### config.mk
export PLATFORM = sky130hd
export DESIGN_NAME = dec4_rr_arbiter
export DESIGN_NICKNAME = d
export VERILOG_FILES = /design/src/rtl/dec4_rr_arbiter.sv
export SDC_FILE = /design/constraint.sdc
export NUM_CORES = 1
export LEC_CHECK = 0
export CAP_MARGIN = 20
export CORE_ASPECT_RATIO = 1.1
export CORE_MARGIN = 4
export CORE_UTILIZATION = 53
export DETAILED_ROUTE_END_ITERATION = 16
export HOLD_SLACK_MARGIN = 0.08
export PLACE_DENSITY_LB_ADDON = 0.3
export RECOVER_POWER = 100
export REMOVE_ABC_BUFFERS = 1
export SLEW_MARGIN = 0
export SYNTH_ARGS = -nofsm -noshare
export SYNTH_HDL_FRONTEND = slang
export SYNTH_SLANG_ARGS = --single-unit
### constraint.sdc
create_clock -name clk -period 3.35 [get_ports clk]
set_input_delay 0.8375 -clock clk [delete_from_list [all_inputs] [get_ports clk]]
set_output_delay 0.8375 -clock clk [all_outputs]
set_load 0.02 [all_outputs]
### src/rtl/dec4_rr_arbiter.sv
// Arbiter sharing one 2-to-4 decoder among four requesters: registered select/disable,
// one idle cycle between owners, hold timeout under contention. ARB_FIXED_PRIO_EN selects fixed priority.
module dec4_rr_arbiter #(
    parameter int MAX_HOLD = 8,
    parameter int CNT_W    = 4
) (
    input  logic       clk,
    input  logic       rst,
    input  logic [3:0] req,
    input  logic       done,
    output logic       A0,
    output logic       A1,
    output logic       E,
    output logic [3:0] gnt,
    output logic       busy
);

    typedef enum logic [1:0] {IDLE, GRANT, GAP} state_t;

    localparam logic [CNT_W-1:0] HOLD_MAX = CNT_W'(MAX_HOLD - 1);

    state_t           state;
    logic [1:0]       sel;
    logic [CNT_W-1:0] hold_cnt;
    logic [3:0]       req_k;
    logic [3:0]       others;
    logic             found;
    logic [1:0]       win;
    logic             timeout;
    logic             release_now;

`ifndef ARB_FIXED_PRIO_EN
    logic [1:0] last;
`endif

    // req_k[k] is requester k; the external bus is bit-reversed.
    assign req_k  = {req[0], req[1], req[2], req[3]};
    assign others = req_k & ~(4'b0001 << sel);
    assign {A1, A0} = sel;

    always_comb begin
        logic [1:0] k;
        found = 1'b0;
        win   = 2'b00;
        k     = 2'b00;
`ifdef ARB_FIXED_PRIO_EN
        for (int i = 3; i >= 0; i--) begin
            k = i[1:0];
            if (req_k[k]) begin
                found = 1'b1;
                win   = k;
            end
        end
        timeout = 1'b0;
`else
        // Walk the search order backwards so the earliest candidate is written last.
        for (int i = 4; i >= 1; i--) begin
            k = last + i[1:0];
            if (req_k[k]) begin
                found = 1'b1;
                win   = k;
            end
        end
        timeout = (hold_cnt == HOLD_MAX) && (|others);
`endif
        release_now = done || !req_k[sel] || timeout;
    end

    always_ff @(posedge clk) begin
        if (rst) begin
            state    <= IDLE;
            E        <= 1'b1;
            sel      <= 2'b00;
            gnt      <= 4'b0000;
            busy     <= 1'b0;
            hold_cnt <= '0;
`ifndef ARB_FIXED_PRIO_EN
            last     <= 2'd3;
`endif
        end else begin
            case (state)
                GRANT: begin
                    if (release_now) begin
                        state <= GAP;
                        E     <= 1'b1;
                        gnt   <= 4'b0000;
                        busy  <= 1'b0;
`ifndef ARB_FIXED_PRIO_EN
                        last  <= sel;
`endif
                    end else if (hold_cnt != HOLD_MAX) begin
                        hold_cnt <= hold_cnt + 1'b1;
                    end
                end
                default: begin
                    if (found) begin
                        state    <= GRANT;
                        E        <= 1'b0;
                        sel      <= win;
                        gnt      <= 4'b1000 >> win;
                        busy     <= 1'b1;
                        hold_cnt <= '0;
                    end else begin
                        state <= IDLE;
                        E     <= 1'b1;
                        gnt   <= 4'b0000;
                        busy  <= 1'b0;
                    end
                end
            endcase
        end
    end

endmodule
==> results.json <==
{
  "period_share_pct": 79.6,
  "place_congestion": 0.871,
  "avgSynthCellArea_um2": 8.89,
  "dp_hpwl_mm": 1.26,
  "htree_levels": 1,
  "finClkSkew_ns": 0.00401,
  "cpPeakStageDelay_ns": 0.63,
  "critPathRequiredTime_ns": 3.56,
  "fillers": 118,
  "cts.path.max_buffers": 2,
  "placementRows": 14,
  "final_nets": 112,
  "synth-seq-area-share_pct": 38.8,
  "seq_area_um2": 300,
  "max_cap_violations": 0,
  "cts_hold_buf": 0,
  "ys_async_sr_fraction_pct": 0,
  "drcViolationCount": 0,
  "status": "finished, final reports clean",
  "ir_worst_vdd_mv": 0.307,
  "start_kind": "input pin",
  "yosys.area.top_type": "dfxtp_1",
  "rsz0062_at_grt": "no",
  "postCtsResizedCells": 0,
  "synthTopCellsByArea": "dfxtp_1, nand2b_1, nor2_1",
  "critPathTopFamily": "simple AND/OR/NAND/NOR gates",
  "crit_start": "req[1]",
  "io_buffers": 14,
  "ant_nets": 0,
  "max_freq_ghz": 0.375,
  "worst-path-stages": 6,
  "p_leak_uw": 0.000358,
  "setup_tns_ns": 0,
  "hp-class": "flop to flop",
  "wire_per_inst_um": 14.1,
  "final_max_slew_viol_count": 0,
  "regToRegEndpoint": "last[0]",
  "critPathBufInv": 1,
  "top_level_ports": 15,
  "worst-setup-path-type": "input pin to flop",
  "crit_fanout": 8,
  "dp.cells": 115,
  "cts_sinks": 15,
  "synth_edf_count": 0,
  "antenna_found_initial": 0,
  "r2r_slack_ns": 1.46,
  "cp_cell_sequence": "dlygate4sd3_1, or4b_1, o22ai_1, nor3_1, o21ai_2, mux2i_1",
  "yosysUniqueCellTypes": 36,
  "root_buffer": "clkbuf_4",
  "dieArea_um2": 2130,
  "reg2reg_from": "sel[1]",
  "hold_ws_ns": 0.488,
  "grt_pass1_wl_mm": 2.87,
  "end_kind": "flop",
  "drive_above_1_share_pct": 7.77,
  "synth_top_area_share_pct": 38.8,
  "initial_utilization_pct": 56.6,
  "post-cts-setup-buffers": 0,
  "routed_via_density": 5.78,
  "endpoint": "last[0]",
  "num_vias": 688,
  "core_um2": 1370,
  "cts_buffers": 3,
  "netlist_area_um2": 773,
  "placed_cell_area_um2": 925,
  "n_antenna_cell": 0,
  "synth-warning-count": 0,
  "cts.clk_slew.worst_paths_ns": 0.09,
  "arrival_ns": 2.88,
  "first_pass_iters": 4,
  "grt_pass1_vias": 649,
  "worst_pin_slew_ns": 0.609,
  "ys_ff_latch": 15,
  "clock_latency_ns": 0.29,
  "wl_mm": 1.68,
  "synthCells": 87,
  "slew_headroom_pct": 59.3,
  "cp_slowest_cell": "dlygate4sd3_1",
  "power_density_nw_per_um2": 437,
  "cts_tree": "yes",
  "reg2reg_depth": 5,
  "synthFlopType": "dfxtp_1",
  "track_usage_pct": 18.6,
  "area_growth_pct": 21.5,
  "layout_commonest_cell": "dfxtp_1",
  "grt_max_degree": 20,
  "p_total_uw": 411,
  "layout_min_cycle_time_ns": 2.67,
  "drtIter0Drc": 6,
  "multiInputGateArea_um2": 449,
  "hold_violations": 0,
  "fin_area_um2": 940,
  "fin_cells": 119,
  "final_cell_mix": "dfxtp_1, nor2_1, nand2b_1, dlygate4sd3_1, a21oi_1",
  "die_h_um": 48.1,
  "finalSetupViolCount": 0,
  "die_w_um": 44.4,
  "overflow": 0
}
metrics by stage:
stage	setup slack, ns	utilization [%]
floorplan	1.32	-
global placement	0.673	67.7
detailed placement	0.570	67.7
CTS	0.864	69.6
global route	0.589	68.8
finish	0.683	68.8
where the power goes:
group | leakage (uW) | internal (uW) | switching [uW] | total [uW]
logic | 0.000220 | 46.5 | 54.7 | 101
registers | 0.000123 | 192 | 12.1 | 204
clock network | 0.0000150 | 46.3 | 58.9 | 105
sequential cells by signal, indices dropped and copies added, names as in the netlist:
| register | cells |
|---|---|
| hold_cnt | 4 |
| last | 2 |
| E | 1 |
| state | 2 |
| gnt | 4 |
| sel | 2 |
Yosys cell counts, types with 2 or more instances:
library cell  instances
a211oi_1              2
nand3_1               2
nand3b_1              3
mux2i_1               3
dfxtp_1              15
nor2_1               10
nor3_1                4
nand2b_1              9
o22ai_1               2
a21oi_1               7
o21ai_0               2
nand2_1               4
kinds of logic (layout without fill, tap and decap cells):
logic type                 Yosys count  after routing  share of synthesized area [%]
xor gates and xnor gates             2              2                           2.27
AOI/OAI and AO/OA                   18             18                           15.2
buffers and inverters                3             19                           1.62
muxes                                5              5                           8.25
and+or+nand+nor                     43             43                           32.2
adders and majority gates            1              1                           1.62
DFF                                 15             15                           38.8
layer usage:
layer  part of all wire, %  global-route usage (%)
met5                     0                       0
met4                   1.9                    5.42
met3                   3.0                    4.51
met2                    52                    32.8
met1                    43                    22.5
worst min path at each step:
stage	startpoint	end	slack [ns]	depth (start not counted)
3_5_place_dp	gnt[0]	gnt[0]	0.47	2
3_3_place_gp	gnt[0]	gnt[0]	0.47	2
6_report	gnt[0]	gnt[0]	0.49	2
2_1_floorplan	hold_cnt[1]	hold_cnt[1]	0.46	2
4_1_cts	gnt[0]	gnt[0]	0.49	2
5_1_grt	E	E	0.53	2
final cells by class:
class / instances / area share [%]
sequential: 15 / 32.0
multi-input combinational: 69 / 47.8
inverter: 1 / 0.399
timing repair buffer: 14 / 14.9
tap: 16 / 2.13
clock buffer: 4 / 2.80
worst reg2reg max path, stage by stage, from the launching register on:
cell and delay, ns:
dfxtp_1 0.39, or4b_1 0.54, o22ai_1 0.27, nor3_1 0.13
o21ai_2 0.25, mux2i_1 0.23
(Power assumes the default switching activity.)
